[src/rtl/aerin_spike_sequencer.sv]
// Buffers host spike/marker events in a FIFO and serialises them onto the 4-phase
// AERIN request/acknowledge channel, tracking the time-step position within a sample.
module aerin_spike_sequencer #(
   parameter  int unsigned FM_W        = 16,
   parameter  int unsigned FM_H        = 16,
   parameter  int unsigned FM_C        = 3,
   parameter  int unsigned TIME_STEP   = 8,
   parameter  int unsigned FIFO_DEPTH  = 16,
   parameter  int unsigned SETUP_CYC   = 2,
   parameter  int unsigned TIMEOUT_CYC = 1024,
   localparam int unsigned PW  = $clog2(FM_C) + $clog2(FM_H) + $clog2(FM_W),
   localparam int unsigned AW  = PW + 2,
   localparam int unsigned TW  = $clog2(TIME_STEP),
   localparam int unsigned LW  = $clog2(FIFO_DEPTH),
   localparam int unsigned LVW = LW + 1
) (
   input  logic           clk,
   input  logic           rst,
   input  logic           S_VALID,
   output logic           S_READY,
   input  logic           S_EOT,
   input  logic [PW-1:0]  S_PIX,
   output logic           AERIN_REQ,
   output logic [AW-1:0]  AERIN_ADDR,
   input  logic           AERIN_ACK,
   output logic [TW-1:0]  TS_IDX,
   output logic           SAMPLE_DONE,
   output logic [LVW-1:0] FIFO_LEVEL,
   output logic           BUSY,
   output logic           ERR
);

   localparam int unsigned SCW = $clog2(SETUP_CYC + 1);
   localparam int unsigned TOW = $clog2(TIMEOUT_CYC + 1);

   typedef enum logic [1:0] {ST_IDLE, ST_SETUP, ST_REQ, ST_REL} state_t;

   state_t         r_state;
   state_t         w_state_nxt;
   logic [PW:0]    r_mem [FIFO_DEPTH];
   logic [LW-1:0]  r_wptr;
   logic [LW-1:0]  r_rptr;
   logic [LVW-1:0] r_level;
   logic           r_ack_m;
   logic           r_ack_s;
   logic           r_req;
   logic [AW-1:0]  r_addr;
   logic           r_eot;
   logic [SCW-1:0] r_setup_cnt;
   logic [TOW-1:0] r_to_cnt;
   logic [TW-1:0]  r_ts;
   logic           r_done;
   logic           r_err;
   logic           w_ready;
   logic           w_push;
   logic           w_pop;
   logic           w_adv;
   logic [PW:0]    w_head;

   assign w_ready = (r_level < LVW'(FIFO_DEPTH));
   assign w_push  = S_VALID && w_ready;
   assign w_head  = r_mem[r_rptr];

   // State register
   always_ff @(posedge clk) begin
      if (!rst) r_state <= ST_IDLE;
      else      r_state <= w_state_nxt;
   end

   // Next-state and handshake control
   always_comb begin
      w_state_nxt = r_state;
      w_pop       = 1'b0;
      w_adv       = 1'b0;
      case (r_state)
         ST_IDLE: begin
            if (r_level != '0) begin
               w_pop       = 1'b1;
               w_state_nxt = ST_SETUP;
            end
         end
         ST_SETUP: begin
            if (r_setup_cnt == SCW'(SETUP_CYC - 1)) w_state_nxt = ST_REQ;
         end
         ST_REQ: begin
            if (r_ack_s) w_state_nxt = ST_REL;
         end
         ST_REL: begin
            if (!r_ack_s) begin
               w_state_nxt = ST_IDLE;
               w_adv       = r_eot;
            end
         end
         default: w_state_nxt = ST_IDLE;
      endcase
   end

   // FIFO, synchroniser, address latch, counters and flags
   always_ff @(posedge clk) begin
      if (!rst) begin
         for (int i = 0; i < FIFO_DEPTH; i++) r_mem[i] <= '0;
         r_wptr      <= '0;
         r_rptr      <= '0;
         r_level     <= '0;
         r_ack_m     <= 1'b0;
         r_ack_s     <= 1'b0;
         r_req       <= 1'b0;
         r_addr      <= '0;
         r_eot       <= 1'b0;
         r_setup_cnt <= '0;
         r_to_cnt    <= '0;
         r_ts        <= '0;
         r_done      <= 1'b0;
         r_err       <= 1'b0;
      end else begin
         r_ack_m <= AERIN_ACK;
         r_ack_s <= r_ack_m;
         r_req   <= (w_state_nxt == ST_REQ);
         r_done  <= 1'b0;

         if (w_push) begin
            r_mem[r_wptr] <= {S_EOT, S_PIX};
            r_wptr        <= r_wptr + LW'(1);
         end

         if (w_pop) begin
            r_rptr      <= r_rptr + LW'(1);
            r_eot       <= w_head[PW];
            r_addr      <= w_head[PW] ? {2'b01, PW'(0)} : {2'b00, w_head[PW-1:0]};
            r_setup_cnt <= '0;
         end

         case ({w_push, w_pop})
            2'b10:   r_level <= r_level + LVW'(1);
            2'b01:   r_level <= r_level - LVW'(1);
            default: r_level <= r_level;
         endcase

         if (r_state == ST_SETUP) begin
            r_setup_cnt <= r_setup_cnt + SCW'(1);
            r_to_cnt    <= '0;
         end

         // Timeout only flags the stall; the handshake keeps waiting for ACK
         if (r_state == ST_REQ && !r_ack_s) begin
            if (r_to_cnt != TOW'(TIMEOUT_CYC)) r_to_cnt <= r_to_cnt + TOW'(1);
            if (r_to_cnt == TOW'(TIMEOUT_CYC - 1)) r_err <= 1'b1;
         end

         if (w_adv) begin
            if (r_ts == TW'(TIME_STEP - 1)) begin
               r_ts   <= '0;
               r_done <= 1'b1;
            end else begin
               r_ts <= r_ts + TW'(1);
            end
         end
      end
   end

   assign S_READY     = w_ready;
   assign AERIN_REQ   = r_req;
   assign AERIN_ADDR  = r_addr;
   assign TS_IDX      = r_ts;
   assign SAMPLE_DONE = r_done;
   assign FIFO_LEVEL  = r_level;
   assign BUSY        = (r_level != '0) || (r_state != ST_IDLE);
   assign ERR         = r_err;

endmodule

[config.mk]
export PLATFORM = sky130hd
export DESIGN_NAME = aerin_spike_sequencer
export DESIGN_NICKNAME = d
export VERILOG_FILES = /design/src/rtl/aerin_spike_sequencer.sv
export SDC_FILE = /design/constraint.sdc
export NUM_CORES = 1
export LEC_CHECK = 0
export ABC_AREA = 1
export CAP_MARGIN = 10
export CORE_MARGIN = 2
export CORE_UTILIZATION = 55
export DETAILED_ROUTE_END_ITERATION = 8
export PLACE_DENSITY = 0.7
export SYNTH_ARGS = -nofsm -noshare
export SYNTH_HDL_FRONTEND = slang
export SYNTH_SLANG_ARGS = --single-unit
export TNS_END_PERCENT = 10
[constraint.sdc]
create_clock -name clk -period 3.1 [get_ports clk]
set_input_delay 0.31 -clock clk [delete_from_list [all_inputs] [get_ports clk]]
set_output_delay 0.31 -clock clk [all_outputs]
set_load 0.02 [all_outputs]
Word level (Yosys, flattened, before mapping)
Memories as Yosys holds them, arrays and structs flattened. A register that Yosys moved wholly into a read port is not among the register bits.
Index checks and enable logic that the tools add are counted.

word-level totals
  RAM bits = 176
  word-level logic and storage cells = 72
  input bits = 15
  memories = 1
  bits in registers = 49

memory list
  memory  depth  width  rd ports  clocked after Yosys merged registers in  write ports  RTL line  text
  r_mem   16     11     1         1                                        16           40        logic [PW:0] r_mem [FIFO_DEPTH];

operators by class
  reductions and logical operators = 12
  equality and inequality tests = 10
  mux-type cells = 27
  magnitude comparators = 1
  $add $sub $neg = 7

operators with widths
  cell                     number
  $mux W11                 5
  $mux W2                  6
  $mux W4                  3
  $add A11 B1 Y11 const B  1
  $eq A11 B10 Y1 const B   1
  $ne A11 B11 Y1 const B   1
  $reduce_or A11 Y1        1
  $mux W1                  10
  $pmux W5 S2              1
  $add A4 B1 Y4 const B    2
  $eq A2 B2 Y1 const B     4
  $pmux W2 S4              1
  $eq A2 B1 Y1 const B     3
  $reduce_bool A2 Y1       3
  $add A5 B1 Y5 const B    1
  $lt A5 B5 Y1 const B     1
  $reduce_bool A5 Y1       1
  $sub A5 B1 Y5 const B    1
  $reduce_and A2 Y1        2
  $add A3 B1 Y3 const B    1
  $eq A3 B3 Y1 const B     1
  $mux W3                  1
  $add A2 B1 Y2 const B    1
  $logic_and A1 B1 Y1      2
  other kinds (3)          3

Logic depth before layout (Yosys ltp)
Gate-level depths: netlist (run 1).

  depth in word-level cells = 7
  mapped depth = 13

Least setup slack after synthesis (run 1)
OpenSTA, ideal clock, no wires.

  kind = reg-to-reg
  start = register r_level[4] (netlist: FIFO_LEVEL[4])
  end = register r_level[4] (netlist: FIFO_LEVEL[4])
  stages on the path, launching flop included = 13
  arrival time = 2.223 ns
  setup time = 0.140 ns
  clock period less this slack = 2.363 ns
  data required time = 2.960 ns
  setup slack = 0.737 ns
  cells stage by stage = dfxtp_1 > inv_1 > nand4_1 > nand2_1 > inv_1 > ha_1 > ha_1 > a31o_2 > inv_1 > nand2_1 > xor2_1 > nand2_1 > a21oi_1

between the ends
  elaborated cells between the ends (all ways) = 11

RTL lines
  what                                                      RTL line  text
  start: declaration                                        43        logic [LVW-1:0] r_level;
  start signal: assignment                                  134       2'b10: r_level <= r_level + LVW'(1);
  start signal: assignment                                  135       2'b01: r_level <= r_level - LVW'(1);
  start signal: assignment                                  136       default: r_level <= r_level;
  $lt A5 B5 Y1 *                                            60        assign w_ready = (r_level < LVW'(FIFO_DEPTH));
  via S_READY                                               20        output logic S_READY,
  $logic_and A1 B1 Y1 *                                     61        assign w_push = S_VALID && w_ready;
  $eq A2 B1 Y1 / $eq A2 B2 Y1 (equally long branches)       133       case ({w_push, w_pop})
  $pmux W5 S2 / $reduce_bool A2 Y1 (equally long branches)  -

Mark *: on every way through the listed nets, which the timed path passes. The rest lies on a longest branch.
A chain may end at the register's enable or synchronous reset.

==> summary.md, run 1 <==
| Metric | Value |
|---|---|
| Pre-CTS WS | `0.342 ns` |
| Critical Path Most Common Cell | `nand2_1` |
| Yosys cell types | `39` |
| CP cell instances | `inv_1 > nand2_1 > inv_1 > nand2_1 > nor2_1 > nand2_1 > nand2_1` |
| Skew final | `0.00597 ns` |
| Most used DFF post-synth | `edfxtp_1` |
| Type of the worst setup path | `register to register` |
| Commonest non-fill, non-tap cells in the layout | `nor2_1 (376), edfxtp_1 (176), nand2_1 (107)` |
| Worst Setup Start Kind | `register` |
| Actual slew at the worst max-slew pin | `0.930 ns` |
| Max_slew headroom | `38.0%` |
| Post-CTS Setup Inserts | `0` |
| First-pass GRT wire length | `38400 µm` |
| Most common cell after layout, fill and taps aside | `nor2_1` |
| Syn avg cell area | `9.23 µm²` |
| Longest Clk Path Bufs | `3` |
| Inserted Clock Buffers | `26` |
| Hold Vio Cnt, Final | `0` |
| Initial antenna violation count | `0` |
| Top cell type by total area after synthesis | `edfxtp_1` |
| P&R area growth vs syn | `12.6%` |
| Initial cell density of the core | `55.6%` |
| Seq/Total Area, Yosys | `61.0%` |
| TNS Setup | `0 ns` |
| Synth top area cells | `edfxtp_1 (51%), nor2_1 (14%), dfxtp_1 (9.9%)` |
| Leakage power | `4.63 nW` |
| Max-slew violations | `0` |
| Final nets | `1166` |
| Drt wl/cell | `17.8 µm` |
| Cell row count | `50` |
| 1st-iter DRT viols | `783` |
| DR vias/cell | `5.50` |
| Cells after DPL | `1343` |
| Number of global-route vias before repair | `7141` |
| Critical Path AT | `2.61 ns` |
| WP data required | `3.26 ns` |
| # diodes | `0` |
| I/O pin cnt | `40` |
| Share of cells above drive strength 1 | `7.43%` |
| Drt drc | `0` |
| Largest net degree at the start of global routing | `95` |
| R2r setup slk | `0.65 ns` |
| Worst Slack Setup Final | `0.651 ns` |
| Number of synthesized flops with an enable pin | `176` |
| Post-DP HPWL | `16100 µm` |
| Fillers | `1559` |
| Worst hold slack | `0.339 ns` |
| Design area | `11600 µm²` |
| Post-DP Area | `10800 µm²` |
| Worst-path clk slew | `0.05 ns` |
| Final period util | `79.0%` |
| RePlAce Congestion | `0.889` |
| Post-CTS sizing | `0` |
| Total number of vias | `7646` |
| CP max-delay cell | `nor2_1` |
| Max Clock Freq | `0.408 GHz` |
| Crit end category | `register` |
| VDD IR max | `0.457 mV` |
| Detailed Route WL | `24800 µm` |
| Yosys top cell area share | `51.1%` |
| Die height | `141 µm` |
| CP max FO | `12` |
| Max incr delay on CP | `0.46 ns` |
| Post-detailed-route count of antenna-violating nets | `0` |
| TritonCTS clock tree | `yes` |
| Status | `finished clean` |
| Post-synthesis async set-or-reset flop share | `0%` |
| Final Util | `62.6%` |
| # H-tree levels | `1` |
| Bufs and invs on worst path | `2` |
| Hold Buf Count CTS | `0` |
| Synth Instances | `1120` |
| Final Critical Period | `2.45 ns` |
| Pwr Density | `788 nW/µm²` |
| Pre-antenna DRT Iters | `5` |
| Clock tree root buffer cell | `clkbuf_16` |
| Worst skew pair latency | `0.52 ns` |
| Setup Viol. Count Final | `0` |
| Synthesized flop and latch total | `227` |
| Design Power | `9.17 mW` |
| RSZ-0062 raised after global routing | `false` |
| IO buf count | `38` |
| Clk sinks | `227` |
| Core Box Area | `18600 µm²` |
| Yosys synthesis warning count | `0` |
| GR Overflow Total | `0` |
| Die X | `141 µm` |
| Die area | `19900 µm²` |
| Max cap viols | `0` |
| CP top delay family | `simple AND/OR/NAND/NOR gates` |
| Cell Count, Final, Fillers Out | `1391` |
| GRT Overall Usage | `25.0%` |
| Mapped Nets | `1149` |
| Synth Cell Area | `10300 µm²` |
| HP Class | `input port to register` |
==> worst min-delay path: stages <==
cell and delay, ns:
clkdlybuf4s50_1 0.40, nand2_1 0.07, inv_1 0.03
==> worst paths after layout <==
check | cells past startpoint | end | from
setup reg to reg | 7 | r_mem[12][3]$_SDFFCE_PN0P_ | FIFO_LEVEL[4]$_SDFFE_PN0P_
setup / recovery | 7 | r_mem[12][3]$_SDFFCE_PN0P_ | FIFO_LEVEL[4]$_SDFFE_PN0P_
hold / removal | 3 | r_ack_m$_SDFF_PN0_ | AERIN_ACK
hold reg to reg | 2 | r_ack_s$_SDFF_PN0_ | r_ack_m$_SDFF_PN0_
==> metal layers <==
layer / wire [µm] / global-route usage (%) / share of wire [%] / vias to the layer above
li1: - / - / - / 3737
met1: 10700 / 35.8 / 43 / 3535
met2: 11400 / 39.2 / 46 / 319
met3: 1860 / 3.77 / 7.5 / 55
met4: 779 / 8.79 / 3.1 / 0
met5: 0 / 0 / 0 / -
==> power by group <==
| part | total, mW | internal, mW | switching, mW |
|---|---|---|---|
| logic | 2.65 | 0.843 | 1.81 |
| clock network | 2.85 | 1.69 | 1.16 |
| registers | 3.67 | 3.53 | 0.137 |
| total | 9.17 | 6.07 | 3.10 |
==> area by class of cell <==
| cell class | instances | area (µm²) | share of cell area [%] |
|---|---|---|---|
| Clock inverter | 11 | 73.8 | 0.634 |
| Tap cell | 234 | 293 | 2.52 |
| Clock buffer | 37 | 723 | 6.21 |
| Inverter | 70 | 263 | 2.26 |
| Sequential cell | 227 | 6310 | 54.2 |
| Multi-Input combinational cell | 754 | 3450 | 29.6 |
| Timing Repair Buffer | 58 | 531 | 4.56 |
==> synth_stat cells (all sizes together) (2+ instances only) <==
library cell / instances
inv: 70
o22ai: 2
nor3: 5
clkbuf: 34
o21ai: 98
xor2: 7
ha: 14
nor2: 380
dfxtp: 51
edfxtp: 176
nand2: 118
buf: 35
o211ai: 7
nand3: 82
a21oi: 26
nand4: 4
==> cell families after synthesis <==
group	synth area share, %
adder cells (fa/ha/maj)	1.69
XOR/XNOR	0.593
flip-flops	61.0
buffers and inverters	5.65
other	0.0363
AND/OR/NAND/NOR	23.5
AO/OA/AOI/OAI	7.58
==> registers in the layout, indices dropped and copies added, names as in the netlist, 3 cells and up, named ones only <==
| signal | cells |
|---|---|
| TS_IDX | 3 |
| r_rptr | 4 |
| FIFO_LEVEL | 5 |
| r_to_cnt | 11 |
| r_mem | 176 |
| AERIN_ADDR | 10 |
| r_wptr | 4 |
Note: power is estimated with default switching activity, not from simulation.
==> run 2: changes to the inputs <==
PLACE_DENSITY = 0.73   (was 0.7)
clock period = 2.16 ns   (was 3.1 ns; I/O delays follow)
==> run 2 against run 1 <==
Sequential power rose by 44%. Global-route usage rose by 0.35 points. First-iteration DRC count did not move. Combinational power rose by 52%. Final cell count rose by 2.7%. Critical endpoint is now BUSY. Sequential share of layout area fell by 1.5 points. Utilization rose by 1.9 points. Wire length rose by 0.56%. Final area rose by 3.0%. Clock power rose by 36%. Non-clock buffer count rose by 42.
==> summary.md, run 2 (synthesis gave the netlist of run 1 again) <==
| Metric | Value |
|---|---|
| GR Overflow Total | `0` |
| Design Power | `13.2 mW` |
| Status | `finished clean` |
| Core Box Area | `18600 µm²` |
| Max cap viols | `0` |
| Setup Viol. Count Final | `0` |
| Number of global-route vias before repair | `7447` |
| Final Critical Period | `2.03 ns` |
| Design area | `12000 µm²` |
| Drt wl/cell | `17.4 µm` |
| Max Clock Freq | `0.492 GHz` |
| IO buf count | `38` |
| Final period util | `94.1%` |
| Total number of vias | `7853` |
| Largest net degree at the start of global routing | `62` |
| Footprint of the multi-input gates | `3470 µm²` |
| Clk sinks | `227` |
| GRT Overall Usage | `25.3%` |
| Worst Setup Start Kind | `register` |
| Detailed Route WL | `24900 µm` |
| Leakage power | `4.83 nW` |
| Share of cells above drive strength 1 | `11.3%` |
| Skew final | `0.0181 ns` |
| WP data required | `1.94 ns` |
| Cell row count | `50` |
| Top reg by flops | `r_mem` |
| Die X | `141 µm` |
| Drt drc | `0` |
| HP Class | `input port to register` |
| Clock tree root buffer cell | `clkbuf_16` |
| Fillers | `1490` |
| Actual slew at the worst max-slew pin | `0.533 ns` |
| Post-detailed-route count of antenna-violating nets | `0` |
| Crit end category | `primary output` |
| Longest Clk Path Bufs | `3` |
| Commonest non-fill, non-tap cells in the layout | `nor2_1 (376), edfxtp_1 (176), nand2_1 (107)` |
| DR vias/cell | `5.50` |
| Max reg flops | `176` |
| I/O pin cnt | `40` |
| Pwr Density | `1100 nW/µm²` |
| Final nets | `1206` |
| Post-CTS Setup Inserts | `0` |
| Max_slew headroom | `64.4%` |
| Max-slew violations | `0` |
| Die height | `141 µm` |
| # diodes | `0` |
| Worst-path clk slew | `0.06 ns` |
| TNS Setup | `0 ns` |
| 1st-iter DRT viols | `783` |
| Initial cell density of the core | `55.6%` |
| Worst skew pair latency | `0.52 ns` |
| CP max FO | `4` |
| Die area | `19900 µm²` |
| Post-DP Area | `11200 µm²` |
| Hold Vio Cnt, Final | `0` |
| Type of the worst setup path | `register to primary output` |
| Most common cell after layout, fill and taps aside | `nor2_1` |
| Initial antenna violation count | `0` |
| # H-tree levels | `1` |
| Inserted Clock Buffers | `24` |
| Sequential Area | `6310 µm²` |
| Pre-antenna DRT Iters | `5` |
| RePlAce Congestion | `0.948` |
| Critical Path AT | `1.82 ns` |
| TritonCTS clock tree | `yes` |
| Post-DP HPWL | `16600 µm` |
| Hold Buf Count CTS | `0` |
| RSZ-0062 raised after global routing | `false` |
| VDD IR max | `0.692 mV` |
| P&R area growth vs syn | `16.0%` |
| First-pass GRT wire length | `39100 µm` |
## run 2: worst paths after layout
| check | startpoint | to | cells past startpoint | slack (ns) |
|---|---|---|---|---|
| max reg2reg | register | AERIN_ADDR[8]$_SDFFE_PN0P_ | 10 | 0.24 |
| min | AERIN_ACK | r_ack_m$_SDFF_PN0_ | 3 | 0.24 |
| min reg2reg | r_ack_m$_SDFF_PN0_ | r_ack_s$_SDFF_PN0_ | 2 | 0.42 |
| max | FIFO_LEVEL[0]$_SDFFE_PN0P_ | BUSY | 5 | 0.13 |
## run 2: stage by stage
stage	instances	setup slack, ns	hold WS [ns]	util [%]
after CTS	1428	0.109	0.231	64.4
after global placement	1385	0.0980	0.398	60.4
after global routing	1428	0.00989	0.266	64.5
after detailed placement	1385	0.0657	0.407	60.4
final	1428	0.127	0.239	64.5
after floorplan	1120	0.0751	0.314	-
## run 2: metal layers
metal  part of all wire, %  GRT usage [%]  wire length (µm)
met5                     0              0                 0
met3                   8.0           4.96              2000
met4                   4.0           10.5               987
met2                    46           39.8             11400
met1                    42           34.9             10500
## run 2: what timing repair did
item / CTS / global route
setup endpoints to repair: 0 / 1
endpoints found under the hold margin: 0 / 0
gates resized for setup: 0 / 2
## run 2: critical path, cell delays in order, from the launching register on
cell             delay (ns)
dfxtp_2                0.34
inv_1                  0.08
nand4_1                0.12
nor3_1                 0.14
inv_1                  0.08
clkdlybuf4s50_1        0.54
## run 2: layout make-up
class                      count  area share [%]
sequential                   227            52.7
multi-input combinational    754            28.9
timing repair buffer         100            7.58
clock buffer                  33            5.54
tap                          234            2.44
inverter                      70            2.19
clock inverter                10           0.658
## run 2: power breakdown
group          internal (mW)  switching, mW
Combinational           1.40           2.63
Sequential              5.07          0.197
Clock                   2.26           1.61
Total                   8.73           4.43
